### src/rtl/sram_bist_pkg.sv
// March C- BIST shared types: FSM states, march elements, op kinds
// and the per-element table (ops per address, direction, backgrounds).
package sram_bist_pkg;

  typedef enum logic [1:0] {
    S_IDLE,
    S_RUN,
    S_DRAIN,
    S_DONE
  } state_e;

  typedef enum logic [2:0] {
    M0,
    M1,
    M2,
    M3,
    M4,
    M5
  } elem_e;

  typedef enum logic {
    OP_R,
    OP_W
  } op_e;

  typedef struct packed {
    logic two_ops;
    logic up;
    logic rbg;
    logic wbg;
  } elem_cfg_t;

  localparam elem_e LAST_ELEM = M5;

  // Indexed by elem_e; the two unused codes mirror M5.
  localparam elem_cfg_t ELEM_CFG [8] = '{
    '{1'b0, 1'b1, 1'b0, 1'b0},
    '{1'b1, 1'b1, 1'b0, 1'b1},
    '{1'b1, 1'b1, 1'b1, 1'b0},
    '{1'b1, 1'b0, 1'b0, 1'b1},
    '{1'b1, 1'b0, 1'b1, 1'b0},
    '{1'b0, 1'b1, 1'b0, 1'b0},
    '{1'b0, 1'b1, 1'b0, 1'b0},
    '{1'b0, 1'b1, 1'b0, 1'b0}
  };

  function automatic op_e op_kind(
    input elem_e e,
    input logic  second
  );
    return (second || e == M0) ? OP_W : OP_R;
  endfunction

endpackage

### src/rtl/sram_bist_addr_gen.sv
// Up/down address counter for the march: loads 0 or DEPTH-1 and flags
// the terminal address of the current sweep direction.
module sram_bist_addr_gen
  import sram_bist_pkg::*;
#(
  parameter int ADDR_W = 10,
  parameter int DEPTH  = 2**ADDR_W
) (
  input  logic              clk,
  input  logic              rst_n,
  input  logic              ld,
  input  logic              ld_up,
  input  logic              step,
  input  logic              up,
  output logic [ADDR_W-1:0] addr,
  output logic              tc
);

  localparam logic [ADDR_W-1:0] TOP = ADDR_W'(DEPTH - 1);

  logic [ADDR_W-1:0] addr_q;
  logic [ADDR_W-1:0] addr_d;

  always_comb begin
    addr_d = addr_q;
    if (ld) begin
      addr_d = ld_up ? '0 : TOP;
    end else if (step) begin
      addr_d = up ? addr_q + 1'b1 : addr_q - 1'b1;
    end
  end

  always_ff @(posedge clk or negedge rst_n) begin
    if (!rst_n) begin
      addr_q <= '0;
    end else begin
      addr_q <= addr_d;
    end
  end

  assign addr = addr_q;
  assign tc   = up ? (addr_q == TOP) : (addr_q == '0);

endmodule

### src/rtl/sram_bist_march_ctrl.sv
// March C- BIST initiator for one SRAM bank: one op per cycle, registered
// compare one cycle after the bank's read data, abort on first mismatch.
module sram_bist_march_ctrl
  import sram_bist_pkg::*;
#(
  parameter int ADDR_W = 10,
  parameter int DATA_W = 40
) (
  input  logic              clk,
  input  logic              rst_n,
  input  logic              start,
  output logic              busy,
  output logic              done,
  output logic              pass,
  output logic [ADDR_W-1:0] fail_addr,
  output logic [2:0]        fail_elem,
  output logic [ADDR_W-1:0] ADDRESS,
  output logic [DATA_W-1:0] wd,
  output logic              banksel,
  output logic              read,
  output logic              write,
  input  logic [DATA_W-1:0] dataout
);

  localparam int DEPTH = 2**ADDR_W;

  state_e            state_q, state_d;
  elem_e             elem_q, elem_d;
  logic              op_q, op_d;
  logic              busy_q, busy_d;
  logic              done_q, done_d;
  logic              pass_q, pass_d;
  logic [ADDR_W-1:0] fail_addr_q, fail_addr_d;
  logic [2:0]        fail_elem_q, fail_elem_d;
  logic [DATA_W-1:0] wd_q, wd_d;
  logic              banksel_q, banksel_d;
  logic              read_q, read_d;
  logic              write_q, write_d;

  logic              cmp_vld_q, cmp_vld_d;
  logic [DATA_W-1:0] cmp_exp_q, cmp_exp_d;
  elem_e             cmp_elem_q, cmp_elem_d;
  logic [ADDR_W-1:0] cmp_addr_q, cmp_addr_d;

  logic              ag_ld;
  logic              ag_ld_up;
  logic              ag_step;
  logic              ag_up;
  logic [ADDR_W-1:0] ag_addr;
  logic              ag_tc;

  logic              issue;
  logic              is_wr;
  logic              last_op;
  logic              mism;

  sram_bist_addr_gen #(
    .ADDR_W (ADDR_W),
    .DEPTH  (DEPTH)
  ) u_addr_gen (
    .clk   (clk),
    .rst_n (rst_n),
    .ld    (ag_ld),
    .ld_up (ag_ld_up),
    .step  (ag_step),
    .up    (ag_up),
    .addr  (ag_addr),
    .tc    (ag_tc)
  );

  always_comb begin
    state_d     = state_q;
    elem_d      = elem_q;
    op_d        = op_q;
    busy_d      = busy_q;
    done_d      = done_q;
    pass_d      = pass_q;
    fail_addr_d = fail_addr_q;
    fail_elem_d = fail_elem_q;
    issue       = 1'b0;
    ag_ld       = 1'b0;
    ag_ld_up    = 1'b1;
    ag_step     = 1'b0;
    ag_up       = ELEM_CFG[elem_q].up;
    last_op     = !ELEM_CFG[elem_q].two_ops || op_q;
    mism        = cmp_vld_q && (dataout != cmp_exp_q);
    cmp_vld_d   = 1'b0;
    cmp_exp_d   = {DATA_W{ELEM_CFG[elem_q].rbg}};
    cmp_elem_d  = elem_q;
    cmp_addr_d  = ag_addr;

    unique case (state_q)
      S_IDLE, S_DONE: begin
        if (start) begin
          state_d     = S_RUN;
          elem_d      = M0;
          op_d        = 1'b0;
          ag_ld       = 1'b1;
          issue       = 1'b1;
          busy_d      = 1'b1;
          done_d      = 1'b0;
          pass_d      = 1'b0;
          fail_addr_d = '0;
          fail_elem_d = '0;
        end
      end
      S_RUN: begin
        cmp_vld_d = read_q;
        if (mism) begin
          state_d     = S_DONE;
          busy_d      = 1'b0;
          done_d      = 1'b1;
          pass_d      = 1'b0;
          fail_addr_d = cmp_addr_q;
          fail_elem_d = cmp_elem_q;
        end else if (!last_op) begin
          op_d  = 1'b1;
          issue = 1'b1;
        end else if (!ag_tc) begin
          op_d    = 1'b0;
          ag_step = 1'b1;
          issue   = 1'b1;
        end else if (elem_q == LAST_ELEM) begin
          // Final read is in flight; its compare lands next cycle.
          state_d = S_DRAIN;
        end else begin
          elem_d   = elem_e'(elem_q + 3'd1);
          op_d     = 1'b0;
          ag_ld    = 1'b1;
          ag_ld_up = ELEM_CFG[elem_d].up;
          issue    = 1'b1;
        end
      end
      S_DRAIN: begin
        state_d = S_DONE;
        busy_d  = 1'b0;
        done_d  = 1'b1;
        pass_d  = !mism;
        if (mism) begin
          fail_addr_d = cmp_addr_q;
          fail_elem_d = cmp_elem_q;
        end
      end
      default: begin
        state_d = S_IDLE;
      end
    endcase

    is_wr     = (op_kind(elem_d, op_d) == OP_W);
    banksel_d = issue;
    read_d    = issue && !is_wr;
    write_d   = issue && is_wr;
    wd_d      = (issue && is_wr) ?
                {DATA_W{ELEM_CFG[elem_d].wbg}} : '0;
  end

  always_ff @(posedge clk or negedge rst_n) begin
    if (!rst_n) begin
      state_q     <= S_IDLE;
      elem_q      <= M0;
      op_q        <= 1'b0;
      busy_q      <= 1'b0;
      done_q      <= 1'b0;
      pass_q      <= 1'b0;
      fail_addr_q <= '0;
      fail_elem_q <= '0;
      wd_q        <= '0;
      banksel_q   <= 1'b0;
      read_q      <= 1'b0;
      write_q     <= 1'b0;
      cmp_vld_q   <= 1'b0;
      cmp_exp_q   <= '0;
      cmp_elem_q  <= M0;
      cmp_addr_q  <= '0;
    end else begin
      state_q     <= state_d;
      elem_q      <= elem_d;
      op_q        <= op_d;
      busy_q      <= busy_d;
      done_q      <= done_d;
      pass_q      <= pass_d;
      fail_addr_q <= fail_addr_d;
      fail_elem_q <= fail_elem_d;
      wd_q        <= wd_d;
      banksel_q   <= banksel_d;
      read_q      <= read_d;
      write_q     <= write_d;
      cmp_vld_q   <= cmp_vld_d;
      cmp_exp_q   <= cmp_exp_d;
      cmp_elem_q  <= cmp_elem_d;
      cmp_addr_q  <= cmp_addr_d;
    end
  end

  assign busy      = busy_q;
  assign done      = done_q;
  assign pass      = pass_q;
  assign fail_addr = fail_addr_q;
  assign fail_elem = fail_elem_q;
  assign ADDRESS   = ag_addr;
  assign wd        = wd_q;
  assign banksel   = banksel_q;
  assign read      = read_q;
  assign write     = write_q;

endmodule

### config.mk
export PLATFORM = sky130hd
export DESIGN_NAME = sram_bist_march_ctrl
export DESIGN_NICKNAME = d
export VERILOG_FILES = /design/src/rtl/sram_bist_pkg.sv /design/src/rtl/sram_bist_addr_gen.sv /design/src/rtl/sram_bist_march_ctrl.sv
export SDC_FILE = /design/constraint.sdc
export NUM_CORES = 1
export LEC_CHECK = 0
export CORE_MARGIN = 3
export CORE_UTILIZATION = 42
export CTS_BUF_LIST = sky130_fd_sc_hd__clkbuf_2
export DETAILED_ROUTE_END_ITERATION = 6
export PLACE_DENSITY = 0.85
export SYNTH_ARGS = -nofsm -noshare
export SYNTH_HDL_FRONTEND = slang
export SYNTH_SLANG_ARGS = --single-unit
### constraint.sdc
create_clock -name clk -period 3 [get_ports clk]
set_clock_uncertainty 0.15 [all_clocks]
set_input_delay 0.6 -clock clk [delete_from_list [all_inputs] [get_ports clk]]
set_output_delay 0.6 -clock clk [all_outputs]
set_load 0.005 [all_outputs]
==> flow_summary.ini <==
[logic_synthesis]
syn-num-nets = 406
yosys_warnings = 0
ys_top_cells_by_count = dfrtp_1 (51), nand2_1 (40), buf_4 (39), o21ai_0 (32), inv_1 (19)
avgSynthCellArea_um2 = 9.16
synthSimpleGateAreaFrac = 0.190
synthMuxAreaShare = 0.0142
synth_compound_area_frac = 0.164
syn_area_um2 = 3160
synth_edf_count = 0
ys_seq_area_frac = 0.404
netlist_instances = 345
synth_top_family_by_area = simple AND/OR/NAND/NOR gates
synthArstFlopShare = 1.00
synth-xor-area-share = 0.0194
synth_top_cell_by_area = dfrtp_1
synth_cell_types = 50
yosys_most_used_dff = dfrtp_1
synthAdderAreaFrac = 0.0736
synth-seq-cells = 51
synth.most_common_cell = dfrtp_1
synth_area_leaders = dfrtp_1 (40%), buf_4 (9.3%), ha_1 (6.7%)
synth.top_cell.area_share = 0.404

[placed_design]
placedCellCount = 532
dpl.hpwl_um = 6030
place_ws_ns = -0.423
place.gp.congestion = 0.883
place_area_um2 = 4240
port_buffers = 111

[clock_network]
clkTransAtPathRegs_ns = 0.25
cts_tree = built
root_buffer = clkbuf_2
htreeDepth = 2
cts_buffer_depth = 2
clkLatencyLatePin_ns = 0.43
numCtsBuffers = 5
cts.sinks = 51

[worst_setup_path]
r2r_slack_ns = 0.005
timing.rr.start = cmp_elem_d[1]$_DFF_PN0_
crit_slowest_cell = or4_4
cp.arrival_ns = 3.21
cp.required_ns = 3.22
critPathMaxStageDelay_ns = 0.55
crit_start = cmp_elem_d[1]$_DFF_PN0_
end_kind = register
crit_type = register to register
critPathMaxFanout = 5
r2r_end = write$_DFF_PN0_
worstPathCellList = inv_2 -> ha_4 -> mux2_4 -> or4_4 -> a21oi_4 -> o211ai_1 -> or4_1 -> o211ai_2 -> o31ai_2 -> nor2b_1
rr_worst_depth = 10
crit_end = write$_DFF_PN0_
start_kind = register

[power]
ir_drop_uv = 328
p_per_area_nw_per_um2 = 581
leakagePower_nw = 1.84

[outcome]
status = complete, no violations

[global_route]
grt_pass1_wl_um = 12000
grt_use_total = 0.171
antenna_found_initial = 0
grt-ovfl-total = 0
grt_max_degree = 41
grt_pass1_vias = 2635

[die]
die_h_um = 92.8
floorplan.initialDensity = 0.434
io_pins = 112
core.rowCount = 31
core_um2 = 7290
die_w_um = 92.8
die_area_um2 = 8610

[timing]
setup_viol = 0
period_share = 0.998
rsz0062_at_grt = true
relSlewSlack = 0.594
fmax_mhz = 334
hold-worst-slack_ns = 0.328
setup_slack_ns = 0.00511
fin_crit_ns = 2.99
slew_viol_final = 0
hold_viol = 0
worstMarginPinSlew_ns = 0.609

[job]
maxCapViolCount = 0

[finish]
fillCellCount = 636
final_area_um2 = 4440
drive_above_1_share = 0.148
fin_nets = 507
instances_no_fill = 546
antenna_cells = 0
multiInputGateArea_um2 = 1530
area_delta_synth_final_pct = 40.5
final-seq-area_um2 = 1280

[drt]
wirelength_um = 7720
vias_per_cell = 5.18
drt-pass1-iter-count = 4
antenna_left = 0
dr.first_iter.drc_count = 99
vias = 2828
wl_per_cell_um = 14.1
drc = 0

[worst_hold_path]
min_path_type = register to register
[cells by family after synthesis]
| logic type | count (synthesis) |
|---|---|
| flops | 51 |
| fa+ha+maj | 18 |
| buf+inv | 68 |
| mux | 4 |
| compound gates | 79 |
| simple gates | 118 |
| xor+xnor | 7 |
[state kept, by name, summed over array words and instances, names as in the netlist, 2 cells and up]
name             count
cmp_addr_q          10
cmp_elem_d           3
fail_elem            3
u_addr_gen.addr     10
state_q              2
cmp_elem_q           3
fail_addr           10
[per-layer routing]
metal	up-vias	track usage	share of wire
li1	1396	-	-
met5	-	0	0
met2	94	0.292	0.49
met1	1321	0.211	0.42
met4	0	0.0647	0.026
met3	17	0.0390	0.066
[critical path: cells and delay by family (launching register included)]
kind | cells | cell delay, ns
and+or+nand+nor | 3 | 1.22
AOI/OAI and AO/OA | 4 | 0.55
DFF | 1 | 0.48
muxes | 1 | 0.31
adders and majority gates | 1 | 0.16
buffers and inverters | 1 | 0.08
[layout make-up]
class                   instances  share of cell area
multi-input cells             226               0.345
well taps                      99              0.0279
clock buffers                   5             0.00563
flip-flops and latches         51               0.287
repair buffers                143               0.308
clock inverters                 3             0.00958
inverters                      19              0.0161
[layout by cell type, fill, tap and decap left out, drive strengths merged, types with 4 or more instances in the layout]
cell,netlist,final
a21o,6,6
a21oi,10,10
a2bb2oi,9,9
and2,4,4
buf,45,32
clkbuf,4,5
clkdlybuf4s50,0,110
dfrtp,51,51
ha,17,17
inv,19,20
nand2,41,41
nand3,10,10
nand4,12,12
nor2,14,14
nor2b,5,5
nor3,8,8
nor4,7,7
o211ai,5,5
o21ai,33,33
or3,6,6
or4,6,6
xnor2,6,6
[metrics by stage]
stage               power [mW]   util  TNS [ns]
floorplan                 1.67      -         0
global placement          2.14  0.582     -6.68
detailed placement        2.19  0.582     -8.81
CTS                       2.56  0.597   -0.0463
global route              2.77  0.609    -0.153
finish                    2.58  0.609         0
[worst min path at each step]
stage | depth (start not counted) | startpoint | slack, ns | end
2_1_floorplan | 0 | rst_n | 0.15 | banksel$_DFF_PN0_
3_3_place_gp | 2 | cmp_elem_q[2]$_DFF_PN0_ | 0.28 | fail_elem[2]$_DFFE_PN0P_
3_5_place_dp | 2 | cmp_elem_q[2]$_DFF_PN0_ | 0.29 | fail_elem[2]$_DFFE_PN0P_
4_1_cts | 2 | cmp_addr_q[1]$_DFF_PN0_ | 0.34 | fail_addr[1]$_DFFE_PN0P_
5_1_grt | 2 | cmp_elem_q[2]$_DFF_PN0_ | 0.36 | fail_elem[2]$_DFFE_PN0P_
6_report | 2 | cmp_addr_q[1]$_DFF_PN0_ | 0.33 | fail_addr[1]$_DFFE_PN0P_
[repair_timing]
action                                  CTS  global route
hold buffers                              1             0
resized for setup                         9            17
pin swaps                                 0            10
hold endpoints to repair                 17             0
endpoints found under the setup margin    6            15
setup buffers                             0             5
[report_power, final]
group / leakage (nW) / switching (mW) / total (mW) / internal, mW
clock network: 0.0410 / 0.217 / 0.358 / 0.141
registers: 0.659 / 0.148 / 1.01 / 0.864
logic: 1.14 / 0.578 / 1.21 / 0.633
Power figures use the tool's default switching activity.
